**src/rtl/phy_tx_pkg.sv**
```systemverilog
// Shared types and default constants for the phy_tx lane controller.
//   - tx_state_t  : controller state encoding (RESET/ALIGN/IDLE/ACTIVE)
//   - *_DEF       : default symbol width and control symbol values
//   - max2()      : helper used to size the shared symbol counter
package phy_tx_pkg;

  localparam int         DATA_W_DEF  = 8;
  localparam logic [7:0] COM_SYM_DEF = 8'hBC;
  localparam logic [7:0] IDL_SYM_DEF = 8'h7C;

  typedef enum logic [1:0] {
    ST_RESET  = 2'd0,
    ST_ALIGN  = 2'd1,
    ST_IDLE   = 2'd2,
    ST_ACTIVE = 2'd3
  } tx_state_t;

  function automatic int max2(input int a, input int b);
    return (a > b) ? a : b;
  endfunction

endpackage

```
**src/rtl/phy_tx_sym_cnt.sv**
```systemverilog
// Symbol counter shared by the ALIGN and IDLE phases of phy_tx_ctrl.
// Ports:
//   cclk            core clock
//   default_values  asynchronous active-high reset
//   clr             clear to zero (wins over inc)
//   inc             increment, saturating at SAT
//   limit           terminal threshold for the current phase
//   term            1 when the symbol currently on the line is the
//                   limit-th one of this phase, i.e. cnt + 1 >= limit
module phy_tx_sym_cnt #(
  parameter int CNT_W = 3,
  parameter int SAT   = 4
) (
  input  logic             cclk,
  input  logic             default_values,
  input  logic             clr,
  input  logic             inc,
  input  logic [CNT_W-1:0] limit,
  output logic             term
);

  localparam logic [CNT_W-1:0] SAT_V = CNT_W'(SAT);

  logic [CNT_W-1:0] cnt;

  always_ff @(posedge cclk or posedge default_values) begin
    if (default_values) begin
      cnt <= '0;
    end else if (clr) begin
      cnt <= '0;
    end else if (inc && (cnt != SAT_V)) begin
      cnt <= cnt + 1'b1;
    end
  end

  // The counter holds "symbols emitted in this phase minus one", so the
  // +1 converts it back to a symbol count before comparing.
  assign term = (({1'b0, cnt} + (CNT_W+1)'(1)) >= {1'b0, limit});

endmodule

```
**src/rtl/phy_tx_ctrl.sv**
```systemverilog
// Per-lane transmit sequencer in front of the phy_tx serializer.
// After enable it sends ALIGN_CNT COM symbols, then IDL fill; once IDLE_MIN
// IDLs are out it opens a valid/ready window and forwards data bytes.
// Every output is registered and describes the symbol launched at the
// last clock edge; state_out matches that symbol's state.
// Ports:
//   cclk            core clock
//   default_values  asynchronous active-high reset
//   enable          link enable, low returns to RESET (priority over data)
//   valid_in        upstream byte valid
//   data_in         upstream byte
//   ready_out       byte accepted at an edge where valid_in & ready_out
//   ser_valid       ser_data carries a symbol
//   ser_data        symbol to serializer
//   ser_k           1 = control symbol, 0 = data
//   state_out       current state encoding
//   byte_count      accepted-byte count (live only with PHY_TX_CTRL_CNT_EN)
// Build option: define PHY_TX_CTRL_CNT_EN to enable the saturating byte
// counter; otherwise byte_count is constant zero.
module phy_tx_ctrl
  import phy_tx_pkg::*;
#(
  parameter int                DATA_W    = DATA_W_DEF,
  parameter logic [DATA_W-1:0] COM_SYM   = DATA_W'(COM_SYM_DEF),
  parameter logic [DATA_W-1:0] IDL_SYM   = DATA_W'(IDL_SYM_DEF),
  parameter int                ALIGN_CNT = 4,
  parameter int                IDLE_MIN  = 2
) (
  input  logic              cclk,
  input  logic              default_values,
  input  logic              enable,
  input  logic              valid_in,
  input  logic [DATA_W-1:0] data_in,
  output logic              ready_out,
  output logic              ser_valid,
  output logic [DATA_W-1:0] ser_data,
  output logic              ser_k,
  output logic [1:0]        state_out,
  output logic [15:0]       byte_count
);

  localparam int               CNT_MAX = max2(ALIGN_CNT, IDLE_MIN);
  localparam int               CNT_W   = $clog2(CNT_MAX + 1);
  localparam logic [CNT_W-1:0] ALIGN_LIM = CNT_W'(ALIGN_CNT);
  // ready is registered together with the next IDL, so it must rise when
  // the (IDLE_MIN-1)-th IDL is on the line and the IDLE_MIN-th is launched.
  localparam logic [CNT_W-1:0] IDLE_LIM  = CNT_W'(IDLE_MIN - 1);
  localparam logic             IDLE_FIRST_RDY = (IDLE_MIN == 1);

  tx_state_t         state_q, state_d;
  logic              cnt_clr, cnt_inc, cnt_term;
  logic [CNT_W-1:0]  cnt_limit;
  logic              sv_d, k_d, rdy_d;
  logic [DATA_W-1:0] sd_d;

  phy_tx_sym_cnt #(
    .CNT_W (CNT_W),
    .SAT   (CNT_MAX)
  ) u_sym_cnt (
    .cclk           (cclk),
    .default_values (default_values),
    .clr            (cnt_clr),
    .inc            (cnt_inc),
    .limit          (cnt_limit),
    .term           (cnt_term)
  );

  always_ff @(posedge cclk or posedge default_values) begin
    if (default_values) begin
      state_q   <= ST_RESET;
      ser_valid <= 1'b0;
      ser_data  <= '0;
      ser_k     <= 1'b0;
      ready_out <= 1'b0;
    end else begin
      state_q   <= state_d;
      ser_valid <= sv_d;
      ser_data  <= sd_d;
      ser_k     <= k_d;
      ready_out <= rdy_d;
    end
  end

  always_comb begin
    state_d   = state_q;
    cnt_clr   = 1'b0;
    cnt_inc   = 1'b0;
    cnt_limit = ALIGN_LIM;
    sv_d      = 1'b0;
    sd_d      = '0;
    k_d       = 1'b0;
    rdy_d     = 1'b0;

    case (state_q)
      ST_RESET: begin
        if (enable) begin
          state_d = ST_ALIGN;
          cnt_clr = 1'b1;
          sv_d    = 1'b1;
          sd_d    = COM_SYM;
          k_d     = 1'b1;
        end
      end

      ST_ALIGN: begin
        sv_d = 1'b1;
        k_d  = 1'b1;
        if (cnt_term) begin
          state_d = ST_IDLE;
          cnt_clr = 1'b1;
          sd_d    = IDL_SYM;
          rdy_d   = IDLE_FIRST_RDY;
        end else begin
          sd_d    = COM_SYM;
          cnt_inc = 1'b1;
        end
      end

      ST_IDLE: begin
        cnt_limit = IDLE_LIM;
        sv_d      = 1'b1;
        if (ready_out && valid_in) begin
          state_d = ST_ACTIVE;
          sd_d    = data_in;
          rdy_d   = 1'b1;
        end else begin
          sd_d    = IDL_SYM;
          k_d     = 1'b1;
          cnt_inc = 1'b1;
          rdy_d   = cnt_term;
        end
      end

      ST_ACTIVE: begin
        sv_d = 1'b1;
        if (valid_in) begin
          sd_d  = data_in;
          rdy_d = 1'b1;
        end else begin
          state_d = ST_IDLE;
          cnt_clr = 1'b1;
          sd_d    = IDL_SYM;
          k_d     = 1'b1;
          rdy_d   = IDLE_FIRST_RDY;
        end
      end

      default: begin
        state_d = ST_RESET;
      end
    endcase

    // Link drop overrides everything, including a byte offered this cycle.
    if (!enable) begin
      state_d = ST_RESET;
      cnt_clr = 1'b1;
      sv_d    = 1'b0;
      sd_d    = '0;
      k_d     = 1'b0;
      rdy_d   = 1'b0;
    end
  end

  assign state_out = state_q;

`ifdef PHY_TX_CTRL_CNT_EN
  // ready_out is only ever high in IDLE/ACTIVE, so this is exactly the
  // accepted-transfer condition; enable low drops the byte.
  logic take;
  assign take = enable & valid_in & ready_out;

  always_ff @(posedge cclk or posedge default_values) begin
    if (default_values) begin
      byte_count <= '0;
    end else if (take && (byte_count != 16'hFFFF)) begin
      byte_count <= byte_count + 16'd1;
    end
  end
`else
  assign byte_count = 16'h0000;
`endif

endmodule

```
**config.mk**
```make
export PLATFORM = sky130hd
export DESIGN_NAME = phy_tx_ctrl
export DESIGN_NICKNAME = d
export VERILOG_FILES = /design/src/rtl/phy_tx_pkg.sv /design/src/rtl/phy_tx_sym_cnt.sv /design/src/rtl/phy_tx_ctrl.sv
export SDC_FILE = /design/constraint.sdc
export NUM_CORES = 1
export LEC_CHECK = 0
export CORE_ASPECT_RATIO = 0.75
export CORE_UTILIZATION = 46
export CTS_CLUSTER_DIAMETER = 60
export DETAILED_ROUTE_END_ITERATION = 10
export GPL_ROUTABILITY_DRIVEN = 0
export PLACE_DENSITY = 0.89
export SETUP_SLACK_MARGIN = 0.3
export SLEW_MARGIN = 20
export SYNTH_ARGS = -nofsm -noshare
export SYNTH_HDL_FRONTEND = slang
export SYNTH_SLANG_ARGS = --single-unit
```
**constraint.sdc**
```tcl
create_clock -name cclk -period 6 [get_ports cclk]
set_input_delay 0.9 -clock cclk [delete_from_list [all_inputs] [get_ports cclk]]
set_output_delay 0.9 -clock cclk [all_outputs]
set_load 0.02 [all_outputs]
```
==> reports/metrics.yaml, run 1 <==
setup_path:
  critPathLaunchType: "flip-flop"
  r2r_start: "state_out[0]$_DFFE_PP0P_"
  slowest_stage: "clkdlybuf4s50_1"
  cp_max_fo: 7
  worst_path_largest_cell_delay_ns: 0.65
  path_cells: "clkdlybuf4s50_1"
  r2r-end: "u_sym_cnt.cnt[1]$_DFFE_PP0P_"
  cp-end-kind: "output port"
  required_ns: 5.10
  reg2regPathDepth: 7
  critical_path_arrival_ns: 1.41
  reg2reg_slack_ns: 3.82
  path_class: "reg -> out"
  crit_family: "buffers and inverters"
  cp.depth: 1
  cp.buffers_inverters: 1
placement:
  dpl.hpwl_um: 1649
  port_buffers: 24
  dpl_cell_area_um2: 1270
clock_tree:
  hold_buffers: 0
  clkTransAtPathRegs_ns: 0.10
  cts-root-buf: "clkbuf_4"
  clock-sinks: 16
  h-tree-depth: 1
  cts_setup_buffers: 0
  clk_latency_ns: 0.29
  cts_buffer_depth: 2
  cts_made_buffers: 3
  post_cts_resized: 0
  cts_tree: "built"
synth:
  async_flop_share_pct: 100.0
  netlist_instances: 110
  synth-main-ff-cell: "dfrtp_1"
  syn-cell-area_um2: 1067
  yosysWarnings: 0
  ys_seq_elements: 16
  synth_area_per_cell_um2: 9.702
  synthDistinctLibCells: 33
  synth_edf_count: 0
  seq_area_frac_synth_pct: 37.51
routing:
  routed_wl_um: 2142
  dr.pass1.iters: 7
  drtIter0Drc: 30
  wl_per_cell_um: 13.39
  ant_nets: 0
  drc_errors: 4
  vias_per_cell: 5.256
  vias: 841
final_layout:
  layout_common_cells: "clkdlybuf4s50_1 (24), conb_1 (16), dfrtp_1 (16)"
  syn2layout_area_growth_pct: 22.39
  final_common_cell: "clkdlybuf4s50_1"
  drive_above_1_share_pct: 8.088
  nNetsFinal: 157
  num_antenna_cells: 0
  fin_area_um2: 1306
  multi_input_comb_area_um2: 569.3
  seq_area_um2: 400.4
  fill_cells: 177
floorplanning:
  pin_count: 41
  coreArea_um2: 2102
  die_y_um: 43.72
  dieWidth_um: 57.62
  die_area_um2: 2519
  rows: 14
  initial_core_util_pct: 50.77
grt:
  grt-ovfl-total: 0
  grt.met2_usage_pct: 34.19
  grt.busiest_layer: "met2"
  grt_antenna_before_repair: 0
  grt_usage_pct: 19.18
  grt_pass1_vias: 871
  grt_pass1_wl_um: 3657
  grt_start_max_net_pins: 17
  grtUsageMet3_pct: 6.866
  grt.met1_usage_pct: 22.52
timing:
  slew_headroom_pct: 59.43
  fin_setup_tns_ns: 0
  period_needed_ns: 2.311
  max_freq_mhz: 432.7
  drv_slew: 0
  tightest_slew_ns: 0.6079
  finalHoldViolations: 0
  rsz0062_at_grt: "no"
  skew_ns: 0.01086
  period_share_pct: 38.52
  setup_viol: 0
min_path:
  hold_end: "u_sym_cnt.cnt[2]$_DFFE_PP0P_"
  hold_path.class: "reg -> reg"
  hold_path_depth: 2
  hold_start: "u_sym_cnt.cnt[2]$_DFFE_PP0P_"
outcome:
  violations: "DRC"
  status: "finished with violations"
power_and_ir_drop:
  total_leakage_power_uw: 0.0005879
  ir_drop_uv: 187.6
  p_per_area_nw_per_um2: 359.6
run:
  max_cap_violations: 0
-- state kept, by name, summed over array words and instances (netlist names) --
register	cells
ser_data	8
u_sym_cnt.cnt	3
state_out	2
ready_out	1
ser_k	1
ser_valid	1
-- worst max path at each step --
stage	start	endpoint	slack, ns
4_1_cts	state_out[1]$_DFFE_PP0P_	state_out[1]	3.69
2_1_floorplan	state_out[0]$_DFFE_PP0P_	u_sym_cnt.cnt[0]$_DFFE_PP0P_	3.89
6_report	state_out[1]$_DFFE_PP0P_	state_out[1]	3.69
3_3_place_gp	valid_in	u_sym_cnt.cnt[1]$_DFFE_PP0P_	3.82
5_1_grt	state_out[0]$_DFFE_PP0P_	ser_data[6]$_DFF_PP0_	3.60
3_5_place_dp	valid_in	u_sym_cnt.cnt[1]$_DFFE_PP0P_	3.77
-- final cells by class --
cell class                 count  area share [%]
clock buffer                   4           2.778
inverter                       8           2.299
multi-input combinational     84           43.58
sequential                    16           30.65
tap                           24           2.299
timing repair buffer          24           18.39
-- per-stage QoR --
step | instances | setup slack, ns | total power [µW] | hold slack (ns) | utilization, %
after global placement | 156 | 3.825 | 388.5 | 0.6972 | 60.42
after global routing | 160 | 3.604 | 502.6 | 0.7673 | 62.14
after floorplan | 125 | 3.888 | 318.0 | 0.6492 | -
after CTS | 160 | 3.686 | 470.2 | 0.7262 | 62.14
after detailed placement | 156 | 3.770 | 398.1 | 0.7095 | 60.42
final | 160 | 3.689 | 469.8 | 0.7301 | 62.14
-- worst reg2reg max path, stage by stage (launching register included) --
cell and delay (ns):
dfrtp_1 0.45, inv_1 0.14, ha_1 0.30, ha_1 0.34
nor3b_4 0.23, o21ai_0 0.20, a21o_1 0.27, a22oi_1 0.19
-- routing by layer --
layer | wire length [µm] | share of wire [%]
met4 | 0 | 0
met5 | 0 | 0
met1 | 924 | 43
met3 | 163 | 7.6
met2 | 1054 | 49
-- cell usage after synthesis (2+ instances only) --
cell       n  area, µm²
and3_1     2      12.51
o21ai_0    6      30.03
a21oi_1   10      50.05
a22oi_1    2      15.01
buf_4     16      120.1
a31oi_1    2      12.51
inv_1      8      30.03
nand3_1    6      30.03
nor2_1     6      22.52
nand2_1    5      18.77
a21bo_2    2      20.02
dfrtp_1   16      400.4
ha_1       8      100.1
nand2b_1   2      12.51
-- power breakdown --
part           internal, µW  total (µW)  switching (µW)  leakage, µW
sequential              133         150            16.7     0.000209
clock                  36.9        70.8            33.9    0.0000210
combinational           106         249             143     0.000358
total                   276         470             194     0.000588
-- cells by family after synthesis --
group,count (synthesis),synth area share [%]
compound gates,30,21.22
simple gates,27,14.30
buf+inv,25,14.42
flops,16,37.51
fa+ha+maj,8,9.379
mux,2,1.993
other cells,1,0.3514
xor+xnor,1,0.8208
Power figures use the tool's default switching activity.
==> run 2: changes to the inputs <==
CORE_UTILIZATION = 39   (was 46)
PLACE_DENSITY = 0.81   (was 0.89)
clock period = 1.9 ns   (was 6 ns; I/O delays follow)
==> run 2 against run 1 <==
The flow finishes with violations (setup timing). Non-clock buffer count rose by 14. Hold slack got worse by 0.38 ns. Wire length rose by 24%. Via count rose by 12%. Utilization fell by 2.6 points. Cell count rose by 16%. First-iteration DRC count rose by 83%. Critical path type is now reg -> reg. Critical endpoint is now u_sym_cnt.cnt[0]$_DFFE_PP0P_. Highest routed layer is now met4.
==> reports/metrics.yaml, run 2 (same netlist as run 1, synthesis figures left out) <==
outcome:
  status: "finished with violations"
  violations: "setup timing"
floorplanning:
  die_y_um: 47.31
  coreArea_um2: 2603
  die_area_um2: 2952
  rows: 16
  initial_core_util_pct: 41.01
  dieWidth_um: 62.41
  pin_count: 41
final_layout:
  largest-register: "ser_data"
  largest_register_ffs: 8
  nNetsFinal: 171
  layout_common_cells: "clkdlybuf4s50_1 (21), conb_1 (16), dfrtp_1 (13)"
  fill_cells: 208
  drive_above_1_share_pct: 29.33
  fin_util_pct: 59.52
  syn2layout_area_growth_pct: 45.14
  seq_area_um2: 404.1
  num_antenna_cells: 0
  multi_input_comb_area_um2: 678.2
  final_common_cell: "clkdlybuf4s50_1"
timing:
  finalHoldViolations: 0
  slew_headroom_pct: 58.86
  max_freq_mhz: 510.7
  drv_slew: 0
  period_needed_ns: 1.958
  skew_ns: 0.009052
  period_share_pct: 103.1
  finalWorstSetupSlack_ns: -0.05801
  setup_viol: 2
  rsz0062_at_grt: "yes"
  tightest_slew_ns: 0.6165
clock_tree:
  cts_buffer_depth: 2
  clkTransAtPathRegs_ns: 0.10
  clk_latency_ns: 0.31
  cts_tree: "built"
  h-tree-depth: 1
  cts_made_buffers: 3
  cts-root-buf: "clkbuf_4"
  clock-sinks: 16
power_and_ir_drop:
  p_per_area_nw_per_um2: 1117
  ir_drop_uv: 384.8
  p_total_uw: 1730
  total_leakage_power_uw: 0.0006979
run:
  max_cap_violations: 0
routing:
  wl_per_cell_um: 14.32
  dr.pass1.iters: 4
  drc_errors: 0
  routed_wl_um: 2664
  ant_nets: 0
  vias_per_cell: 5.070
  drtIter0Drc: 55
  vias: 943
setup_path:
  path_class: "reg -> reg"
  critPathLaunchType: "flip-flop"
  cp-end-kind: "flip-flop"
  critical_path_arrival_ns: 2.18
  cp_max_fo: 7
  required_ns: 2.13
  reg2regPathDepth: 8
grt:
  grt-ovfl-total: 0
  grt_start_max_net_pins: 17
  grt_pass1_wl_um: 3705
  grt_pass1_vias: 817
  grt_antenna_before_repair: 0
  grt_usage_pct: 17.29
placement:
  port_buffers: 24
  dpl.hpwl_um: 1805
min_path:
  hold_path.class: "in -> async"
==> run 2: cell types whose count changed in the layout (fill, tap and decap cells not counted), moves of 3 or more <==
cell	change
buf_4	+12
ha_1	-5
ha_4	+4
clkdlybuf4s50_1	-3
dfrtp_1	-3
dfrtp_2	+3
==> run 2: final cells by class <==
cell class / count / area share (%)
inverter: 8 / 2.100
tap: 36 / 2.908
clock buffer: 4 / 2.342
sequential: 16 / 26.09
timing repair buffer: 38 / 22.78
multi-input combinational: 84 / 43.78
==> run 2: what timing repair did <==
item,CTS,global route
pin swaps,6,2
setup endpoints to repair,10,13
hold buffers,0,0
buffers inserted,8,1
gates resized for setup,13,10
==> run 2: metrics by stage <==
step | setup TNS [ns] | hold WS [ns] | setup WS (ns) | area [µm²] | cells
floorplan | 0 | 0.1985 | 0.03168 | 1167 | 125
global route | -0.3824 | 0.4249 | -0.1053 | 1549 | 186
global placement | -0.02900 | 0.6461 | -0.02900 | 1366 | 173
finish | -0.1094 | 0.3453 | -0.05801 | 1549 | 186
CTS | -0.07796 | 0.3869 | -0.02835 | 1510 | 185
detailed placement | -0.2245 | 0.6672 | -0.08164 | 1366 | 173
==> run 2: worst paths after layout <==
path | from | endpoint | slack, ns
max reg2reg | u_sym_cnt.cnt[1]$_DFFE_PP0P_ | u_sym_cnt.cnt[0]$_DFFE_PP0P_ | -0.06
min | default_values | ser_data[7]$_DFF_PP0_ | 0.35
max | u_sym_cnt.cnt[1]$_DFFE_PP0P_ | u_sym_cnt.cnt[0]$_DFFE_PP0P_ | -0.06
min in group cclk | data_in[0] | ser_data[0]$_DFF_PP0_ | 0.55
max in group asynchronous | default_values | state_out[0]$_DFFE_PP0P_ | 1.11
min reg2reg | state_out[1]$_DFFE_PP0P_ | u_sym_cnt.cnt[0]$_DFFE_PP0P_ | 0.71
==> run 2: where the power goes <==
part | internal, µW | switching (µW)
Clock | 117 | 120
Combinational | 472 | 558
Sequential | 424 | 39.7
Total | 1010 | 717
==> run 2: worst max-delay path, stage by stage (launching register included) <==
cell and delay [ns]:
dfrtp_1 0.44, ha_4 0.18, xor2_1 0.14, ha_2 0.32, inv_2 0.05, o211ai_4 0.28, buf_6 0.15, nand3_1 0.09
a32oi_2 0.21
==> run 2: metal layers <==
metal | part of all wire, % | vias to the layer above | global-route usage [%]
li1 | - | 433 | -
met1 | 41 | 457 | 19.94
met2 | 50 | 48 | 31.96
met3 | 6.3 | 5 | 3.155
met4 | 2.1 | 0 | 9.767
met5 | 0 | - | 0
==> run 3: changes to the inputs <==
CAP_MARGIN = 40   (was not set)
CORE_MARGIN = 8   (was not set)
==> run 3 against run 2 <==
The run still ends with setup timing left. Clock power about the same. Wire length rose by 9.6%. Total power rose by 2.0%. Critical path depth decreased by 1. Non-clock buffer count stayed put. Utilization rose by 0.29 points. First-iteration DRC count rose by 7.3%. Via count rose by 0.32%.
==> reports/metrics.yaml, run 3 (same netlist as run 1, synthesis figures left out) <==
timing:
  period_share_pct: 103.0
  drv_slew: 0
  setup_viol: 2
  finalHoldViolations: 0
  rsz0062_at_grt: "yes"
  period_needed_ns: 1.957
  slew_headroom_pct: 59.64
  skew_ns: 0.006160
  max_freq_mhz: 511.1
  tightest_slew_ns: 0.6047
  finalWorstSetupSlack_ns: -0.05665
floorplanning:
  pin_count: 41
  dieWidth_um: 76.41
  die_area_um2: 4684
  initial_core_util_pct: 41.01
  coreArea_um2: 2603
  rows: 16
  die_y_um: 61.31
final_layout:
  drive_above_1_share_pct: 29.33
  final_cells: 186
  syn2layout_area_growth_pct: 45.84
  largest-register: "ser_data"
  largest_register_ffs: 8
  fin_area_um2: 1556
  num_antenna_cells: 0
  nNetsFinal: 171
  fill_cells: 195
  layout_common_cells: "clkdlybuf4s50_1 (21), conb_1 (16), dfrtp_1 (13)"
  final_common_cell: "clkdlybuf4s50_1"
clock_tree:
  clock-sinks: 16
  clkTransAtPathRegs_ns: 0.10
  cts_tree: "built"
  cts_buffer_depth: 2
  cts-root-buf: "clkbuf_4"
  h-tree-depth: 1
  clk_latency_ns: 0.30
  hold_buffers: 0
  cts_made_buffers: 3
power_and_ir_drop:
  p_per_area_nw_per_um2: 1134
  ir_drop_uv: 330.1
  p_total_uw: 1765
  total_leakage_power_uw: 0.0006896
placement:
  port_buffers: 24
  dp_cells: 173
  dpl_cell_area_um2: 1366
  dpl.hpwl_um: 2094
routing:
  routed_wl_um: 2919
  dr.pass1.iters: 4
  wl_per_cell_um: 15.69
  drc_errors: 0
  vias_per_cell: 5.086
  drtIter0Drc: 59
  ant_nets: 0
  vias: 946
setup_path:
  cp_max_fo: 7
  required_ns: 2.13
  critical_path_arrival_ns: 2.18
  path_class: "reg -> reg"
  cp-end-kind: "flip-flop"
  critPathLaunchType: "flip-flop"
outcome:
  violations: "setup timing"
  status: "finished with violations"
grt:
  grt_pass1_vias: 949
  grt_antenna_before_repair: 0
  grt-ovfl-total: 0
  grt_usage_pct: 11.52
  grt_pass1_wl_um: 4278
  grt_start_max_net_pins: 17
min_path:
  hold_path.class: "in -> async"
run:
  max_cap_violations: 0
-- run 3: worst paths after layout --
| check | from | endpoint | slack (ns) | cells past startpoint |
|---|---|---|---|---|
| min reg2reg | state_out[0]$_DFFE_PP0P_ | state_out[0]$_DFFE_PP0P_ | 0.61 | 2 |
| max reg2reg | u_sym_cnt.cnt[1]$_DFFE_PP0P_ | u_sym_cnt.cnt[1]$_DFFE_PP0P_ | -0.06 | 7 |
| min in group cclk | data_in[0] | ser_data[0]$_DFF_PP0_ | 0.55 | 2 |
| max | u_sym_cnt.cnt[1]$_DFFE_PP0P_ | u_sym_cnt.cnt[1]$_DFFE_PP0P_ | -0.06 | 7 |
| max in group asynchronous | default_values | state_out[1]$_DFFE_PP0P_ | 1.12 | 2 |
| min | default_values | ser_data[4]$_DFF_PP0_ | 0.35 | 2 |
-- run 3: critical path, stage by stage (launching register included) --
cell and delay, ns:
dfrtp_1 0.45, ha_4 0.20, xor2_2 0.15, ha_4 0.29
inv_4 0.04, o211ai_4 0.28, mux2_4 0.34, a22oi_2 0.14
-- run 3: what timing repair did --
item / in CTS / in global routing
endpoints found under the setup margin: 10 / 13
resized for setup: 9 / 15
pin swaps: 4 / 8
setup buffers: 4 / 5
-- run 3: area by class of cell --
class                           count  area (µm²)  area share, %
Clock buffer                        4       36.28          2.331
Inverter                            8       35.03          2.251
Multi-Input combinational cell     84       683.2          43.89
Sequential cell                    16       404.1          25.96
Tap cell                           36       45.04          2.894
Timing Repair Buffer               38       352.8          22.67
-- run 3: routing by layer --
layer  routed length (µm)  track usage [%]  share of wire (%)  vias to the layer above
met1                 1326            13.53                 45                      464
met4                   75            5.722                2.6                        0
met5                    0                0                  0                        -
li1                     -                -                  -                      430
met2                 1358            19.71                 47                       44
met3                  157            2.915                5.4                        8
-- run 3: power by group --
part / leakage (µW) / switching (µW) / internal [µW]
combinational: 0.000464 / 570 / 493
sequential: 0.000205 / 42.6 / 424
clock: 0.0000210 / 119 / 117
total: 0.000690 / 731 / 1030
-- run 3: through the flow --
| stage | hold WS (ns) | util [%] | setup slack (ns) | setup TNS [ns] |
|---|---|---|---|---|
| 3_5_place_dp | 0.6610 | 52.50 | -0.08753 | -0.1555 |
| 2_1_floorplan | 0.1985 | - | 0.03168 | 0 |
| 6_report | 0.3473 | 59.81 | -0.05665 | -0.07182 |
| 4_1_cts | 0.3722 | 56.25 | -0.02825 | -0.07877 |
| 5_1_grt | 0.4074 | 59.81 | -0.1047 | -0.3389 |
| 3_3_place_gp | 0.6446 | 52.50 | -0.02956 | -0.02956 |
